<file path="src/rtl/hist_scan_reader_if.sv">
// Histogram result port: line select and lock toward the RF-domain engine,
// plus the asynchronous valid flag and result word coming back.
interface hist_scan_reader_if;
  logic        hist_valid;
  logic [31:0] hist_result;
  logic [7:0]  hist_addr;
  logic        hist_lock;

  modport master (input hist_valid, hist_result, output hist_addr, hist_lock);
  modport slave  (output hist_valid, hist_result, input hist_addr, hist_lock);
endinterface

</file>
<file path="src/rtl/hist_scan_reader.sv">
// Reader side of the histogram sig/mag port: scans all lines over the slow
// addr/lock handshake, banks each word locally and window-checks the counts.
module hist_scan_reader #(
  parameter int LINES         = 1,
  parameter int SETTLE        = 8,
  parameter int VALID_TIMEOUT = 65535,
  parameter int MAX_RETRY     = 3
) (
  input  logic               i_clk,
  input  logic               i_reset,
  input  logic               i_start,
  hist_scan_reader_if.master hif,
  input  logic [15:0]        i_sig_lo,
  input  logic [15:0]        i_sig_hi,
  input  logic [15:0]        i_mag_lo,
  input  logic [15:0]        i_mag_hi,
  input  logic [7:0]         i_rd_addr,
  output logic [31:0]        o_rd_data,
  output logic               o_busy,
  output logic               o_done,
  output logic               o_alarm,
  output logic [7:0]         o_alarm_line,
  output logic               o_err_timeout,
  output logic               o_err_unstable
);
  localparam int AW   = (LINES > 1) ? $clog2(LINES) : 1;
  localparam int CMAX = (VALID_TIMEOUT > SETTLE) ? VALID_TIMEOUT : SETTLE;
  localparam int CW   = $clog2(CMAX + 1);
  localparam int RW   = (MAX_RETRY > 0) ? $clog2(MAX_RETRY + 1) : 1;

  typedef enum logic [2:0] {
    S_IDLE, S_WAIT_VALID, S_SETUP, S_LOCK, S_CAPTURE, S_STORE, S_NEXT, S_DONE
  } state_t;

  state_t        r_state, w_next;
  logic [CW-1:0] r_cnt;
  logic [7:0]    r_line;
  logic [RW-1:0] r_retry;
  logic          r_vld_m, r_vld_s;
  logic [31:0]   r_a, r_b, r_rd_data;
  logic [31:0]   r_bank [LINES];
  logic          r_busy, r_done, r_alarm, r_err_to, r_err_un, r_lock;
  logic [7:0]    r_alarm_line;
  logic          w_settled, w_last, w_cap_b, w_match, w_fail, w_lock_nxt;

  always_ff @(posedge i_clk) begin
    if (i_reset) r_state <= S_IDLE;
    else         r_state <= w_next;
  end

  always_comb begin
    w_next    = r_state;
    w_settled = (r_cnt == CW'(SETTLE - 1));
    w_last    = (r_line == 8'(LINES - 1));
    w_cap_b   = (r_cnt != '0);
    w_match   = (r_a == hif.hist_result);
    w_fail    = (r_b[31:16] < i_sig_lo) || (r_b[31:16] > i_sig_hi) ||
                (r_b[15:0]  < i_mag_lo) || (r_b[15:0]  > i_mag_hi);
    case (r_state)
      S_IDLE:       if (i_start) w_next = S_WAIT_VALID;
      S_WAIT_VALID: if (r_vld_s) w_next = S_SETUP;
                    else if (r_cnt == CW'(VALID_TIMEOUT)) w_next = S_DONE;
      S_SETUP:      if (w_settled) w_next = S_LOCK;
      S_LOCK:       if (w_settled) w_next = S_CAPTURE;
      // second capture cycle decides: agree, give up, or re-lock and retry
      S_CAPTURE:    if (w_cap_b)
                      w_next = (w_match || r_retry == RW'(MAX_RETRY)) ? S_STORE : S_LOCK;
      S_STORE:      w_next = S_NEXT;
      S_NEXT:       w_next = w_last ? S_DONE : S_SETUP;
      S_DONE:       w_next = S_IDLE;
      default:      w_next = S_IDLE;
    endcase
    w_lock_nxt = (w_next == S_LOCK) || (w_next == S_CAPTURE) || (w_next == S_STORE);
  end

  always_ff @(posedge i_clk) begin
    if (i_reset) begin
      r_vld_m      <= 1'b0;
      r_vld_s      <= 1'b0;
      r_cnt        <= '0;
      r_line       <= '0;
      r_retry      <= '0;
      r_a          <= '0;
      r_b          <= '0;
      r_rd_data    <= '0;
      r_busy       <= 1'b0;
      r_done       <= 1'b0;
      r_alarm      <= 1'b0;
      r_alarm_line <= '0;
      r_err_to     <= 1'b0;
      r_err_un     <= 1'b0;
      r_lock       <= 1'b0;
      for (int i = 0; i < LINES; i++) r_bank[i] <= '0;
    end else begin
      r_vld_m   <= hif.hist_valid;
      r_vld_s   <= r_vld_m;
      // one counter serves every timed state; it restarts on each state change
      r_cnt     <= (w_next != r_state || w_next == S_IDLE) ? '0 : r_cnt + 1'b1;
      r_lock    <= w_lock_nxt;
      r_done    <= (r_state == S_DONE);
      r_rd_data <= ({1'b0, i_rd_addr} < 9'(LINES)) ? r_bank[i_rd_addr[AW-1:0]] : '0;
      case (r_state)
        S_IDLE: if (i_start) begin
          r_busy       <= 1'b1;
          r_alarm      <= 1'b0;
          r_alarm_line <= '0;
          r_err_to     <= 1'b0;
          r_err_un     <= 1'b0;
          r_line       <= '0;
          r_retry      <= '0;
        end
        S_WAIT_VALID: if (w_next == S_DONE) r_err_to <= 1'b1;
        S_CAPTURE: begin
          if (!w_cap_b) r_a <= hif.hist_result;
          else begin
            r_b <= hif.hist_result;
            if (!w_match) begin
              if (r_retry == RW'(MAX_RETRY)) r_err_un <= 1'b1;
              else                           r_retry  <= r_retry + 1'b1;
            end
          end
        end
        S_STORE: begin
          r_bank[r_line[AW-1:0]] <= r_b;
          r_retry <= '0;
          if (w_fail) begin
            r_alarm <= 1'b1;
            if (!r_alarm) r_alarm_line <= r_line;
          end
        end
        S_NEXT: if (!w_last) r_line <= r_line + 1'b1;
        S_DONE: r_busy <= 1'b0;
        default: ;
      endcase
    end
  end

  assign hif.hist_addr  = r_line;
  assign hif.hist_lock  = r_lock;
  assign o_rd_data      = r_rd_data;
  assign o_busy         = r_busy;
  assign o_done         = r_done;
  assign o_alarm        = r_alarm;
  assign o_alarm_line   = r_alarm_line;
  assign o_err_timeout  = r_err_to;
  assign o_err_unstable = r_err_un;
endmodule

</file>
<file path="src/flat_wrapper.sv">
// flat-port wrapper written by rule: the top's interface ports become plain ports
module hist_scan_reader_flat 
#(
  parameter int LINES         = 1,
  parameter int SETTLE        = 8,
  parameter int VALID_TIMEOUT = 65535,
  parameter int MAX_RETRY     = 3
)
  (i_clk, i_reset, i_start, i_sig_lo, i_sig_hi, i_mag_lo, i_mag_hi, i_rd_addr, o_rd_data, o_busy, o_done, o_alarm, o_alarm_line, o_err_timeout, o_err_unstable, hif_hist_valid, hif_hist_result, hif_hist_addr, hif_hist_lock);
  hist_scan_reader_if hif_i ();
  input  logic i_clk;
  input  logic i_reset;
  input  logic i_start;
  input  logic [15:0] i_sig_lo;
  input  logic [15:0] i_sig_hi;
  input  logic [15:0] i_mag_lo;
  input  logic [15:0] i_mag_hi;
  input  logic [7:0] i_rd_addr;
  output logic [31:0] o_rd_data;
  output logic o_busy;
  output logic o_done;
  output logic o_alarm;
  output logic [7:0] o_alarm_line;
  output logic o_err_timeout;
  output logic o_err_unstable;
  input wire logic [$bits(hif_i.hist_valid)-1:0] hif_hist_valid;
  input wire logic [$bits(hif_i.hist_result)-1:0] hif_hist_result;
  output wire logic [$bits(hif_i.hist_addr)-1:0] hif_hist_addr;
  output wire logic [$bits(hif_i.hist_lock)-1:0] hif_hist_lock;
  assign hif_i.hist_valid = hif_hist_valid;
  assign hif_i.hist_result = hif_hist_result;
  assign hif_hist_addr = hif_i.hist_addr;
  assign hif_hist_lock = hif_i.hist_lock;
  hist_scan_reader #(.LINES(LINES), .SETTLE(SETTLE), .VALID_TIMEOUT(VALID_TIMEOUT), .MAX_RETRY(MAX_RETRY)) u_core (.i_clk(i_clk), .i_reset(i_reset), .i_start(i_start), .hif(hif_i), .i_sig_lo(i_sig_lo), .i_sig_hi(i_sig_hi), .i_mag_lo(i_mag_lo), .i_mag_hi(i_mag_hi), .i_rd_addr(i_rd_addr), .o_rd_data(o_rd_data), .o_busy(o_busy), .o_done(o_done), .o_alarm(o_alarm), .o_alarm_line(o_alarm_line), .o_err_timeout(o_err_timeout), .o_err_unstable(o_err_unstable));
endmodule
</file>
<file path="config.mk">
export PLATFORM = sky130hd
export DESIGN_NAME = hist_scan_reader_flat
export DESIGN_NICKNAME = d
export VERILOG_FILES = /design/src/rtl/hist_scan_reader_if.sv /design/src/rtl/hist_scan_reader.sv /design/src/flat_wrapper.sv
export SDC_FILE = /design/constraint.sdc
export NUM_CORES = 1
export LEC_CHECK = 0
export CAP_MARGIN = 20
export CORE_MARGIN = 2
export CORE_UTILIZATION = 52
export CTS_CLUSTER_DIAMETER = 80
export DETAILED_ROUTE_END_ITERATION = 6
export PLACE_DENSITY_LB_ADDON = 0.15
export SETUP_SLACK_MARGIN = 0.02
export SYNTH_ARGS = -nofsm -noshare
export SYNTH_HDL_FRONTEND = slang
export SYNTH_SLANG_ARGS = --single-unit
</file>
<file path="constraint.sdc">
create_clock -name i_clk -period 3.15 [get_ports i_clk]
set_clock_uncertainty 0.05 [all_clocks]
set_input_delay 0.7875 -clock i_clk [delete_from_list [all_inputs] [get_ports i_clk]]
set_output_delay 0.7875 -clock i_clk [all_outputs]
set_load 0.01 [all_outputs]
</file>
# Word level (Yosys, flattened, before mapping)
# Memory sizes are Yosys's and may differ from the RTL's. A register that Yosys moved wholly into a read port is not among the register bits.
# Index checks and enable logic that the tools add are counted.
dict set report word_totals {
  regBits 109
  ram_bits 32
  in_bits 108
  out_inout_bits 54
  wordCells 118
  mem_count 1
}
# name words word_bits read_ports rd_ports_with_merged_regs wr line
set mem_list {}
lappend mem_list {u_core.r_bank 1 32 1 1 1 hist_scan_reader.sv:41} ;# logic [31:0] r_bank [LINES];
dict set report op_classes {
  add_sub_neg 3
  magnitude_cmp 5
  eq_ne 25
  n_mux 38
  n_bitwise 2
  reduce_logical 29
}
# op count
set ops {}
lappend ops {{== test 32 bit} 1}
lappend ops {{> comparator 16 bit} 2}
lappend ops {{less-than comparator 16 bit} 2}
lappend ops {{two-way mux 32 bit} 1}
lappend ops {{two-way mux 8 bit} 4}
lappend ops {{case mux 8 bit (2 select lines)} 2}
lappend ops {{OR reduction 32 bit} 1}
lappend ops {{two-way mux 3 bit} 8}
lappend ops {{case mux 3 bit (8 select lines)} 1}
lappend ops {{== test 3 bit (second input constant)} 7}
lappend ops {{adder 16 x 1 -> 16 bit (second input constant)} 1}
lappend ops {{== test 16 bit (second input constant)} 1}
lappend ops {{== test 16 x 3 -> 1 bit (second input constant)} 1}
lappend ops {{nonzero test 16 bit} 1}
lappend ops {{two-way mux 1 bit} 13}
lappend ops {{inequality test 2 bit (second input constant)} 5}
lappend ops {{AND reduction 5 bit} 2}
lappend ops {{nonzero test 2 bit} 5}
lappend ops {{== test 3 x 2 -> 1 bit (second input constant)} 3}
lappend ops {{AND reduction 3 bit} 3}
lappend ops {{adder 8 x 1 -> 8 bit (second input constant)} 1}
lappend ops {{logical NOT 8 bit} 1}
lappend ops {{less-than comparator 8 x 1 -> 1 bit (second input constant)} 1}
lappend ops {{two-way mux 2 bit} 4}
lappend ops {{14 further kinds} 31}

# Depth between registers and ports, before layout
# Gate-level depths: netlist of the first run.
dict set report logic_depth {
  word_depth 8
  ltp_mapped 11
  depth_no_buf 9
}

# Worst setup path after synthesis of the first run
# OpenSTA, ideal clock, no wires.
dict set report synth_path {
  kind {input to register}
  from {in i_mag_hi[14]}
  to {reg u_core.r_alarm_line[0], in the netlist u_core.o_alarm_line[0]}
  arrival_ns 2.648
  required_ns 3.027
  setup_slack_ns 0.379
  cell_stages 9
  path_cell_list {inv_1 ha_1 nand4_1 nor4_1 a21boi_0 o31a_1 a21oi_1 a31oi_2 mux2i_1}
}
dict set report synth_via {
  elab_chain_len 4
}
# element line
set synth_lines {}
lappend synth_lines {{start: declaration} flat_wrapper.sv:17} ;# input logic [15:0] i_mag_hi;
lappend synth_lines {{> comparator 16 bit} hist_scan_reader.sv:58} ;# (r_b[15:0] < i_mag_lo) || (r_b[15:0] > i_mag_hi);
lappend synth_lines {{logical OR 1 bit} hist_scan_reader.sv:58}
lappend synth_lines {{inequality test 2 x 1 -> 1 bit (no line)} --}
lappend synth_lines {{AND reduction 4 bit (no line)} --}
lappend synth_lines {{end signal: assignment} hist_scan_reader.sv:128} ;# if (!r_alarm) r_alarm_line <= r_line;
lappend synth_lines {{end: declaration} hist_scan_reader.sv:43} ;# logic [7:0] r_alarm_line;
# Every way passes these cells.
# A chain may end at the register's enable or synchronous reset.

# Worst setup path after layout of the first run
dict set report layout_path {
  from {in i_mag_hi[14]}
  to {reg u_core.r_alarm_line[1], in the netlist u_core.o_alarm_line[1]}
}
# Same word-level chain as after synthesis.

==> run_results.csv, run 1 <==
group,metric,value,unit
status,outcome,"completed",
yosys,synth_area_leaders,"dfxtp_1 (34%), edfxtp_1 (11%), ha_1 (10%)",
power_and_ir_drop,p_switching,1090,uW
power_and_ir_drop,clkPwrFrac,45.6,%
clocking,cts_root_buffer,"clkbuf_16",
power_and_ir_drop,internal_power,3820,uW
timing,finalSetupViolCount,0,
yosys,ys_types,58,
route,vias,7097,
final_layout,area_delta_synth_final,32.6,%
route,drcViolationCount,0,
power_and_ir_drop,power_frac_comb,7.9,%
power_and_ir_drop,ir_drop,0.439,mV
floorplan,rows,46,
route,drt-pass1-iter-count,6,
yosys,syn_avg_cell_area,8.89,um2
worst_setup_path,crit_arrival,3.30,ns
clocking,htree_levels,4,
placement,place_congestion,0.848,
floorplan,fp.coreArea,15900,um2
worst_setup_path,crit_required,3.46,ns
final_layout,layout.nets,1309,
final_layout,drive_above_1_share,8.37,%
route,ant_nets,0,
clocking,cts_resized,0,
route,vias_per_cell,5.21,
worst_hold_path,hold_path.class,"reg -> reg",
yosys,synth-seq-cells,173,
floorplan,die_h,131,um
clocking,cts_hold_buffers,0,
timing,relSlewSlack,60.8,%
worst_setup_path,criticalPathCategory,"in -> reg",
global_routing,grt_pass1_wl,33100,um
floorplan,die_area,17200,um2
global_routing,overflow,0,
power_and_ir_drop,switching_share,22.2,%
yosys,yosys.area.top_type,"dfxtp_1",
clocking,cts_buffer_depth,2,
timing,finalMaxSlewViolations,0,
global_routing,antenna_found_initial,0,
global_routing,grt_usage,24.0,%
power_and_ir_drop,power_leakage,0.00446,uW
clocking,numCtsBuffers,17,
yosys,synth-edff-count,32,
yosys,synth_seq_area_share,44.9,%
yosys,yosysTopAreaCellShare,33.5,%
yosys,ys.flop_type,"dfxtp_1",
floorplan,start_util,53.0,%
power_and_ir_drop,powerDensity,439,nW/um2
clocking,cts.sinks,173,
clocking,clk_latency,0.44,ns
floorplan,io_pins,162,
yosys,synthArstFlopShare,0,%
timing,period_share,94.9,%
yosys,netlist_area,8420,um2
yosys,syn_nets,1123,
clocking,cts_tree,"yes",
route,drt-total-wl,20100,um
final_layout,seq_area,3780,um2
placement,io_buffers,161,
global_routing,grt_max_degree,54,
route,initialDrtViolationCount,507,
final_layout,n_antenna_cell,0,
timing,fmax,0.334,GHz
placement,place_ws,-0.273,ns
yosys,yosys_warnings,0,
clocking,clk_pin_slew,0.06,ns
route,wl_per_cell,14.8,um
placement,dp_hpwl,15000,um
power_and_ir_drop,seq_power_share,46.5,%
timing,whs,0.386,ns
final_layout,fill_cells,1275,
timing,period_needed,2.99,ns
run,maxCapViolations,0,
clocking,postCtsSetupBuffers,0,
global_routing,grt_pass1_vias,6625,
timing,setup_ws,0.160,ns
worst_setup_path,end_kind,"register",
timing,hold_viol_final,0,
yosys,synth_cells,948,
timing,fin_setup_tns,0,ns
worst_setup_path,crit_path_max_fanout,8,
final_layout,multi_input_area,4230,um2
timing,tightest_slew,0.588,ns
worst_setup_path,startpoint_type,"input pin",
final_layout,fin_util,70.3,%
floorplan,die_w,131,um
[layer usage]
layer	up-vias	global-route usage, %	routed length [um]
met1	3273	33.3	9490
met2	216	37.9	9160
met5	-	0	0
met4	0	7.25	335
li1	3583	-	-
met3	25	4.75	1160
[metrics by stage]
stage | power, uW | area, um2 | instances
detailed placement | 2720 | 10500 | 1330
global route | 5070 | 11200 | 1363
floorplan | 2480 | 8420 | 948
finish | 4910 | 11200 | 1363
CTS | 4940 | 11100 | 1362
global placement | 2720 | 10500 | 1330
[sequential cells by signal (all words and copies together) (netlist names), 2 cells and up]
register              count
u_core.hif.hist_addr      8
u_core.r_b               32
u_core.r_state            3
u_core.r_retry            2
u_core.r_a               32
u_core.r_cnt             16
u_core.o_rd_data         32
u_core.o_alarm_line       8
u_core.r_bank            32
[logic make-up (layout without fill, tap and decap cells)]
kind of cell | after synthesis | after routing | synth area share, %
compound gates | 151 | 151 | 10.6
buf+inv | 111 | 310 | 5.15
xor+xnor | 52 | 52 | 5.41
simple gates | 385 | 385 | 22.9
flops | 173 | 173 | 44.9
fa+ha+maj | 67 | 67 | 9.95
mux | 9 | 9 | 1.08
[cell usage in the layout (no fill, tap or decap), drive strengths merged, types with 37 or more instances in the layout]
cell type	Yosys	routed
ha	67	67
inv	72	78
buf	7	46
nand2	166	166
xnor2	37	37
and2	67	67
clkdlybuf4s50	0	160
dfxtp	141	141
nor2	38	38
a21oi	99	99
[cell type report]
class | instances | share of cell area [%]
Multi-Input combinational cell | 664 | 37.8
Clock buffer | 19 | 4.15
Tap cell | 216 | 2.42
Clock inverter | 13 | 1.53
Sequential cell | 173 | 33.9
Timing Repair Buffer | 206 | 17.8
Inverter | 72 | 2.42
[path summary, 6_finish.rpt]
check             slack [ns]           startpoint  cells after the start                     end
setup reg to reg        0.46      u_core.r_cnt[0]                      8         u_core.r_cnt[5]
hold / removal          0.39  u_core.r_bank[0][3]                      1     u_core.o_rd_data[3]
setup / recovery        0.16         i_mag_hi[14]                     12  u_core.o_alarm_line[1]
hold reg to reg         0.39  u_core.r_bank[0][3]                      1     u_core.o_rd_data[3]
[worst max-delay path, cell delays in order]
cell and delay [ns]:
clkdlybuf4s50_1 0.46, inv_1 0.04, ha_1 0.31, nand4_1 0.16, nor4_2 0.39, a21boi_0 0.21, o31a_1 0.16, a21oi_1 0.04
buf_4 0.16, a31oi_2 0.23, buf_12 0.16, mux2i_1 0.17
[power by group through the flow]
stage | logic [uW] | registers [uW] | clock network (uW)
after floorplan | 156 | 2330 | 0
after global routing | 422 | 2290 | 2360
final | 388 | 2280 | 2240
after global placement | 382 | 2330 | 0
after CTS | 388 | 2280 | 2270
after detailed placement | 386 | 2330 | 0
[cell usage after synthesis (2+ instances only)]
cell and n:
a211oi_1 4, a21boi_0 2, a21o_1 6, a21oi_1 99, a22oi_1 2, a31oi_1 2, and2_1 66, and3_1 4
buf_1 3, buf_2 2, buf_6 2, clkbuf_1 32, dfxtp_1 141, edfxtp_1 32, ha_1 67, inv_1 72
mux2i_1 8, nand2_1 166, nand2b_1 12, nand3_1 15, nand3b_1 9, nand4_1 22, nor2_1 37, nor2b_1 6
nor3_1 17, nor3_2 2, nor4_1 14, nor4_2 3, o211ai_1 3, o21a_1 3, o21ai_0 12, o31a_1 2
o31ai_1 2, or3_1 5, xnor2_1 37, xor2_1 15
(Power assumes the default switching activity.)
==> inputs of run 2 (changes only) <==
Settings changed: CORE_UTILIZATION 52 to 56.
Clock period 3.15 ns to 3.8 ns, I/O delays scaled along.
==> run 2 against run 1 <==
Sequential power is 17% lower. Register-to-register slack better by 0.56 ns. Die area is 6.9% lower. Critical path depth is 2 lower. Non-clock buffer count is 36 lower. Core utilization is 4.0 points higher. Global-route usage is 1.3 points higher. First-iteration DRC count is 6.3% higher. Sequential cell count stayed put. Clock power is 17% lower. Sequential share of layout area is 1.0 points higher. Largest power group unchanged. Highest routed layer unchanged.
==> run_results.csv, run 2 (synthesis gave the netlist of run 1 again) <==
group,metric,value,unit
worst_setup_path,criticalPathCategory,"in -> reg",
route,drt-total-wl,19900,um
worst_hold_path,min_to,"u_core.o_rd_data[25]",
worst_setup_path,rr_endpoint,"u_core.o_alarm_line[1]",
global_routing,grt_usage,25.2,%
floorplan,rows,44,
timing,setup_ws,0.439,ns
clocking,cts_buffer_depth,2,
clocking,htree_levels,4,
final_layout,drive_above_1_share,5.31,%
floorplan,io_pins,162,
route,ant_nets,0,
final_layout,fill_cells,1064,
global_routing,overflow,0,
power_and_ir_drop,internal_power,3190,uW
power_and_ir_drop,seq_power_share,46.8,%
worst_setup_path,end_kind,"register",
placement,placed_cell_area,10200,um2
clocking,cts_hold_buffers,0,
power_and_ir_drop,power_leakage,0.00430,uW
global_routing,grt_pass1_vias,6431,
global_routing,grt_pass1_wl,32200,um
timing,finalSetupViolCount,0,
timing,fin_setup_tns,0,ns
worst_setup_path,r2r_cells,8,
timing,finalMaxSlewViolations,0,
route,drcViolationCount,0,
final_layout,layout.nets,1273,
clocking,clk_latency,0.43,ns
power_and_ir_drop,clkPwrFrac,46.0,%
route,drt-pass1-iter-count,5,
timing,relSlewSlack,51.5,%
run,maxCapViolations,0,
final_layout,layout_commonest_cell,"nand2_1",
power_and_ir_drop,powerDensity,373,nW/um2
final_layout,layout_common_cells,"nand2_1 (166), clkdlybuf4s50_1 (160), dfxtp_1 (141), a21oi_1 (99), inv_1 (72)",
clocking,clk_pin_slew,0.06,ns
timing,fmax,0.298,GHz
worst_hold_path,hold_depth,1,
worst_setup_path,r2r_slack,1.02,ns
power_and_ir_drop,ir_drop,0.310,mV
worst_hold_path,hold_path.class,"reg -> reg",
final_layout,area_delta_synth_final,28.8,%
clocking,postCtsSetupBuffers,0,
worst_setup_path,worstReg2RegStart,"u_core.r_b[14]",
route,wl_per_cell,15.4,um
placement,place_congestion,0.904,
timing,hold_viol_final,0,
timing,tightest_slew,0.723,ns
power_and_ir_drop,switching_share,21.2,%
timing,period_needed,3.36,ns
worst_setup_path,cp_slowest_cell,"a31oi_2",
final_layout,n_antenna_cell,0,
worst_setup_path,startpoint_type,"input pin",
timing,period_share,88.4,%
floorplan,fp.coreArea,14600,um2
status,outcome,"completed",
timing,rsz0062_at_grt,"false",
clocking,numCtsBuffers,17,
global_routing,grt_max_degree,69,
floorplan,die_area,16000,um2
final_layout,fin_util,74.4,%
route,initialDrtViolationCount,539,
clocking,cts_tree,"yes",
route,vias_per_cell,5.30,
clocking,cts_resized,0,
floorplan,die_w,127,um
floorplan,die_h,127,um
global_routing,antenna_found_initial,0,
worst_setup_path,crit_arrival,3.66,ns
worst_setup_path,cp_cell_sequence,"clkdlybuf4s50_1, inv_1, ha_1, nand4_1, nor4_1, a21boi_0, o31a_1, a21oi_1, a31oi_2, mux2i_1",
worst_setup_path,crit_path_max_fanout,8,
floorplan,start_util,57.7,%
placement,io_buffers,161,
route,vias,6859,
power_and_ir_drop,power_frac_comb,7.2,%
worst_setup_path,critPathMaxStageDelay,0.61,ns
clocking,cts.sinks,173,
worst_hold_path,min_from,"u_core.r_bank[0][25]",
final_layout,final_area,10900,um2
clocking,cts_root_buffer,"clkbuf_16",
placement,dp_hpwl,14600,um
power_and_ir_drop,p_switching,858,uW
placement,place_ws,-0.00175,ns
worst_setup_path,crit_required,4.10,ns
[run 2: changes by cell type in the layout (fill, tap and decap cells not counted), moves of 3 or more]
cell        previous run  this run
inv_6                  5         1
clkinvlp_4             3         0
clkbuf_8               1         7
buf_4                 42         8
[run 2: worst max-delay path: cells and delay by family]
family | cells | cell delay [ns]
AOI/OAI and AO/OA | 4 | 1.10
muxes | 1 | 0.26
and+or+nand+nor | 2 | 0.54
buffers and inverters | 2 | 0.49
adders and majority gates | 1 | 0.31
[run 2: worst max path at each step]
stage                             from                endpoint  slack (ns)  depth (start not counted)
after floorplan           i_mag_hi[14]  u_core.o_alarm_line[0]        0.87                          9
after global placement    i_mag_hi[14]  u_core.o_alarm_line[5]        0.09                         10
after detailed placement  i_mag_hi[14]  u_core.o_alarm_line[6]      -0.002                         10
after CTS                 i_mag_hi[14]  u_core.o_alarm_line[1]        0.41                         10
after global routing      i_mag_hi[14]  u_core.o_alarm_line[4]        0.17                         10
final                     i_mag_hi[14]  u_core.o_alarm_line[1]        0.44                         10
[run 2: power by group through the flow]
stage | Sequential (uW) | Combinational, uW | Clock [uW]
3_5_place_dp | 1930 | 288 | 0
3_3_place_gp | 1930 | 285 | 0
5_1_grt | 1900 | 318 | 1960
2_1_floorplan | 1930 | 130 | 0
4_1_cts | 1890 | 291 | 1880
6_report | 1890 | 290 | 1860
[run 2: area by class of cell]
| type | instances | area (um2) | share of cell area (%) |
|---|---|---|---|
| multi-input cells | 664 | 4220 | 38.9 |
| flip-flops and latches | 173 | 3780 | 34.9 |
| repair buffers | 170 | 1690 | 15.6 |
| clock buffers | 27 | 597 | 5.50 |
| inverters | 72 | 270 | 2.49 |
| well taps | 184 | 230 | 2.12 |
| clock inverters | 5 | 58.8 | 0.542 |
[run 2: metal layers]
layer  wire length, um  GRT usage, %
met1              9450          36.2
met5                 0             0
met4               482          9.83
met3              1220          5.19
met2              8740          37.5
[run 2: metrics by stage]
step	hold slack (ns)	instances	power, uW
2_1_floorplan	0.364	948	2060
3_3_place_gp	0.373	1262	2220
3_5_place_dp	0.374	1262	2220
4_1_cts	0.388	1294	4070
5_1_grt	0.395	1295	4170
6_report	0.387	1295	4050
